**src/rtl/pe_req_sequencer.sv**
```systemverilog
`default_nettype none
// ============================================================================
//  Module   : pe_req_sequencer
//  Brief    : Edge-detects three request lines into sticky pending bits that
//             feed the PE_2 priority encoder. Issues one encoded grant at a
//             time with a valid/ack handshake, and withdraws a grant that is
//             not acknowledged within TIMEOUT cycles.
//  Revision : 1.0  initial release
// ============================================================================
module pe_req_sequencer #(
  parameter int TIMEOUT = 8,
  parameter int CNT_W   = 8
) (
  input  logic             clk,
  input  logic             rst,
  input  logic [2:0]       req_i,
  input  logic             ack_i,
  output logic [2:0]       pend_o,
  output logic             gnt_valid_o,
  output logic [1:0]       gnt_code_o,
  output logic             timeout_o,
  output logic [CNT_W-1:0] svc_cnt_o
);

  localparam int         WAIT_W  = 8;
  localparam logic [WAIT_W-1:0] TO_LAST = WAIT_W'(TIMEOUT - 1);

  typedef enum logic [0:0] {
    S_IDLE  = 1'b0,
    S_GRANT = 1'b1
  } state_t;

  state_t             state_q, state_d;
  logic [2:0]         req_q;
  logic [2:0]         pend_q, pend_d;
  logic [1:0]         gnt_code_q, gnt_code_d;
  logic [WAIT_W-1:0]  wait_q, wait_d;
  logic [CNT_W-1:0]   svc_q, svc_d;
  logic               timeout_q, timeout_d;
  logic [2:0]         rise;
  logic [2:0]         clr;

  // Same encoding as PE_2: highest set bit wins, code 0 means nothing pending.
  function automatic logic [1:0] enc(input logic [2:0] p);
    if (p[2])      enc = 2'd3;
    else if (p[1]) enc = 2'd2;
    else if (p[0]) enc = 2'd1;
    else           enc = 2'd0;
  endfunction

  assign rise = req_i & ~req_q;

  // Next-state logic; a new rise is OR-ed in after the clear so the set wins.
  always_comb begin
    state_d    = state_q;
    gnt_code_d = gnt_code_q;
    wait_d     = wait_q;
    svc_d      = svc_q;
    timeout_d  = 1'b0;
    clr        = 3'b000;
    case (state_q)
      S_IDLE: begin
        if (pend_q != 3'b000) begin
          state_d    = S_GRANT;
          gnt_code_d = enc(pend_q);
          wait_d     = '0;
        end
      end
      S_GRANT: begin
        // ack takes precedence over a coincident timeout.
        if (ack_i) begin
          clr     = 3'b001 << (gnt_code_q - 2'd1);
          svc_d   = svc_q + 1'b1;
          state_d = S_IDLE;
        end else if (wait_q == TO_LAST) begin
          timeout_d = 1'b1;
          state_d   = S_IDLE;
        end else begin
          wait_d = wait_q + 1'b1;
        end
      end
      default: state_d = S_IDLE;
    endcase
    pend_d = (pend_q & ~clr) | rise;
  end

  // State and datapath registers with asynchronous reset.
  always_ff @(posedge clk or posedge rst) begin
    if (rst) begin
      state_q    <= S_IDLE;
      req_q      <= 3'b000;
      pend_q     <= 3'b000;
      gnt_code_q <= 2'd0;
      wait_q     <= '0;
      svc_q      <= '0;
      timeout_q  <= 1'b0;
    end else begin
      state_q    <= state_d;
      req_q      <= req_i;
      pend_q     <= pend_d;
      gnt_code_q <= gnt_code_d;
      wait_q     <= wait_d;
      svc_q      <= svc_d;
      timeout_q  <= timeout_d;
    end
  end

  assign pend_o      = pend_q;
  assign gnt_valid_o = (state_q == S_GRANT);
  assign gnt_code_o  = gnt_code_q;
  assign timeout_o   = timeout_q;
  assign svc_cnt_o   = svc_q;

endmodule
`default_nettype wire

```
**config.mk**
```make
export PLATFORM = sky130hd
export DESIGN_NAME = pe_req_sequencer
export DESIGN_NICKNAME = d
export VERILOG_FILES = /design/src/rtl/pe_req_sequencer.sv
export SDC_FILE = /design/constraint.sdc
export NUM_CORES = 1
export LEC_CHECK = 0
export CORE_UTILIZATION = 45
export DETAILED_ROUTE_END_ITERATION = 12
export PLACE_DENSITY = 0.72
export SKIP_LAST_GASP = 1
export SYNTH_ARGS = -nofsm -noshare
export SYNTH_HDL_FRONTEND = slang
export SYNTH_SLANG_ARGS = --single-unit
```
**constraint.sdc**
```tcl
create_clock -name clk -period 1.18 [get_ports clk]
set_input_delay 0.236 -clock clk [delete_from_list [all_inputs] [get_ports clk]]
set_output_delay 0.236 -clock clk [all_outputs]
set_load 0.01 [all_outputs]
```
==> results.py, run 1 <==
metrics = {
    "status": {
        "status": "finished with violations",
        "violations": "setup timing",
    },
    "global_routing": {
        "grt_use_total_pct": 21.7,
        "grt_max_degree": 27,
        "grt-ovfl-total": 0,
        "antenna_found_initial": 0,
        "grt_first_pass_wirelength_um": 4450,
        "grt_pass1_vias": 1046,
    },
    "drt": {
        "antenna_left": 0,
        "viasPerCell": 5.38,
        "drtIter0Drc": 10,
        "num_vias": 1066,
        "wl_per_cell_um": 13.9,
        "detail_route.first_pass.iterations": 4,
        "drc": 0,
        "wl_um": 2760,
    },
    "setup_path": {
        "crit_chain": "or3_4 -> o21ba_4 -> or2_1",
        "reg2reg_setup_slack_ps": -190,
        "r2r_start": "wait_q[6]",
        "worstSetupEndpointType": "flop",
        "reg2reg_to": "gnt_valid_o",
        "required_ps": 1400,
        "cpLargestDelayFamily": "simple AND/OR/NAND/NOR gates",
        "rr_worst_depth": 3,
        "path_buf_inv": 0,
        "crit_fanout": 3,
        "critPathKind": "flop to flop",
        "start_kind": "flop",
        "crit_path_max_incr_delay_ps": 420,
        "crit_path_top_delay_cell": "or3_4",
        "arrival_ps": 1590,
    },
    "clock_tree": {
        "cts_tree": "done",
        "ctsHoldBuffers": 0,
        "htreeDepth": 1,
        "clk_pin_slew_ps": 140,
        "clock-root-buffer": "clkbuf_4",
        "clk_path_buf_depth": 2,
        "clock-sinks": 26,
        "clk_latency_ps": 320,
        "cts_buffers": 3,
    },
    "yosys": {
        "synth_warnings": 0,
        "synthCells": 111,
        "synth.ff_latch_count": 26,
        "ys_seq_area_share_pct": 53.6,
        "synth.avg_cell_area_um2": 10.9,
        "netlist_area_mm2": 0.00121,
        "synth.distinct_cells": 34,
        "syn_nets": 120,
    },
    "sta": {
        "maxSlewHeadroom_pct": 80.3,
        "fin_crit_sh_pct": 116,
        "timing.final.ws_setup_ps": -186,
        "finalCriticalPeriod_ps": 1370,
        "fin_skew_ps": 1.07,
        "drv_slew": 0,
        "clock.fmax_ghz": 0.732,
        "rsz0062_at_grt": "yes",
        "worstMarginPinSlew_ps": 294,
        "hold_viol_final": 0,
        "setup_viol": 9,
    },
    "power_and_ir_drop": {
        "leakage_uw": 0.000842,
        "peakVddDrop_uv": 1450,
        "power_uw": 3410,
        "power_per_cell_area_mw_per_mm2": 1950,
    },
    "placed_design": {
        "dp_hpwl_um": 1980,
        "place.gp.congestion": 0.803,
        "numPortBuffers": 20,
    },
    "cells_and_area": {
        "diodes": 0,
        "postLayoutCoreUtil_pct": 69.4,
        "nNetsFinal": 178,
        "area_delta_synth_final_pct": 44.3,
        "final_cell_mix": "buf_4, dfrtp_1, buf_2, o21ai_0",
        "fillers": 198,
        "mostFrequentLayoutCell": "buf_4",
        "drive_above_1_share_pct": 41.1,
    },
    "floorplanning": {
        "coreArea_mm2": 0.00252,
        "die_w_um": 53.9,
        "die-area_mm2": 0.00291,
        "initial_core_util_pct": 48.1,
        "die_h_um": 53.9,
        "io_pins": 21,
        "placementRows": 18,
    },
    "min_path": {
        "holdCritPathClass": "primary input to async pin",
    },
    "job": {
        "drv_cap": 0,
    },
}
[worst min-delay path: stages]
cell and delay, ps:
clkdlybuf4s50_1 400, inv_1 100, buf_12 190
[registers in the layout, indices dropped and copies added (netlist names)]
name / cells
timeout_o: 1
pend_o: 3
gnt_valid_o: 1
wait_q: 8
svc_cnt_o: 8
gnt_code_o: 2
req_q: 3
[synthesized netlist by cell type]
library cell | number | area (um^2)
a21oi_1 | 2 | 10.0
a22oi_1 | 1 | 7.51
a31oi_1 | 3 | 18.8
a41oi_1 | 2 | 17.5
and2_1 | 1 | 6.26
and3_1 | 2 | 12.5
and4b_1 | 2 | 20.0
buf_2 | 1 | 5.00
buf_4 | 1 | 7.51
clkbuf_1 | 1 | 3.75
dfrtp_1 | 26 | 651
ha_1 | 3 | 37.5
inv_1 | 8 | 30.0
mux2i_1 | 4 | 40.0
nand2_1 | 8 | 30.0
nand2b_1 | 3 | 18.8
nand3_1 | 1 | 5.00
nand3b_1 | 1 | 7.51
nand4_1 | 5 | 31.3
nand4b_1 | 1 | 8.76
nand4bb_2 | 1 | 16.3
nor2_1 | 4 | 15.0
nor3_2 | 1 | 10.0
nor4_1 | 1 | 6.26
o211ai_1 | 1 | 7.51
o21ai_0 | 12 | 60.1
o21ai_1 | 1 | 5.00
o21ba_4 | 1 | 16.3
o21bai_1 | 1 | 7.51
o31ai_1 | 1 | 7.51
or2_1 | 2 | 12.5
or3_4 | 1 | 11.3
xnor2_1 | 7 | 61.3
xor2_1 | 1 | 8.76
[layout make-up]
type	instances	area (um^2)	share of cell area, %
inverters	8	30.0	1.71
flip-flops and latches	26	651	37.1
clock buffers	4	36.3	2.07
repair buffers	56	422	24.1
well taps	30	37.5	2.14
multi-input cells	74	576	32.9
[power by group]
group,internal (uW),switching [uW]
sequential,1120,134
combinational,880,829
clock,189,261
total,2180,1230
[worst max path at each step]
stage,slack [ps],start,cells after the start,endpoint
3_5_place_dp,-370,ack_i,4,wait_q[7]
2_1_floorplan,-110,wait_q[6],3,gnt_valid_o
4_1_cts,-160,wait_q[6],3,wait_q[3]
6_report,-190,wait_q[6],3,gnt_valid_o
3_3_place_gp,-310,ack_i,4,svc_cnt_o[7]
5_1_grt,-210,wait_q[6],3,wait_q[3]
[per-layer routing]
metal  global-route usage, %  vias up  part of all wire (%)
met1                    27.8      518                    43
met3                    3.11        6                   4.2
li1                        -      508                     -
met5                       0        -                     0
met2                    36.6       34                    52
met4                    8.77        0                  0.98
[cell families (layout without fill, tap and decap cells)]
group	count (synthesis)	count (layout)	share of synthesized area [%]
adders and majority gates	3	3	3.09
buffers and inverters	11	68	3.81
muxes	4	4	3.30
and+or+nand+nor	34	34	17.4
DFF	26	26	53.6
xor gates and xnor gates	8	8	5.77
AOI/OAI and AO/OA	25	25	13.0
[timing repair]
action / in CTS / in global routing
pin swaps: 4 / 5
resized for setup: 64 / 10
endpoints found under the setup margin: 25 / 18
setup buffers: 7 / 2
[through the flow]
stage / TNS [ps] / hold WS, ps / setup slack [ps] / area (um^2) / instances
4_1_cts: -888 / 225 / -162 / 1730 / 197
6_report: -904 / 233 / -186 / 1750 / 198
2_1_floorplan: -218 / 267 / -115 / 1210 / 111
3_5_place_dp: -5510 / 423 / -368 / 1660 / 186
3_3_place_gp: -5200 / 398 / -306 / 1660 / 186
5_1_grt: -1290 / 261 / -211 / 1750 / 198
Power figures use the tool's default switching activity.
==> run 2, diff against run 1 <==
--- a/config.mk
+++ b/config.mk
@@ -7,6 +7,7 @@
 export LEC_CHECK = 0
 export CORE_UTILIZATION = 45
 export DETAILED_ROUTE_END_ITERATION = 12
+export GPL_TIMING_DRIVEN = 1
 export PLACE_DENSITY = 0.72
 export SKIP_LAST_GASP = 1
 export SYNTH_ARGS = -nofsm -noshare
==> results of run 2 <==
The final DEF is identical to that of run 1; final timing and power are the same.
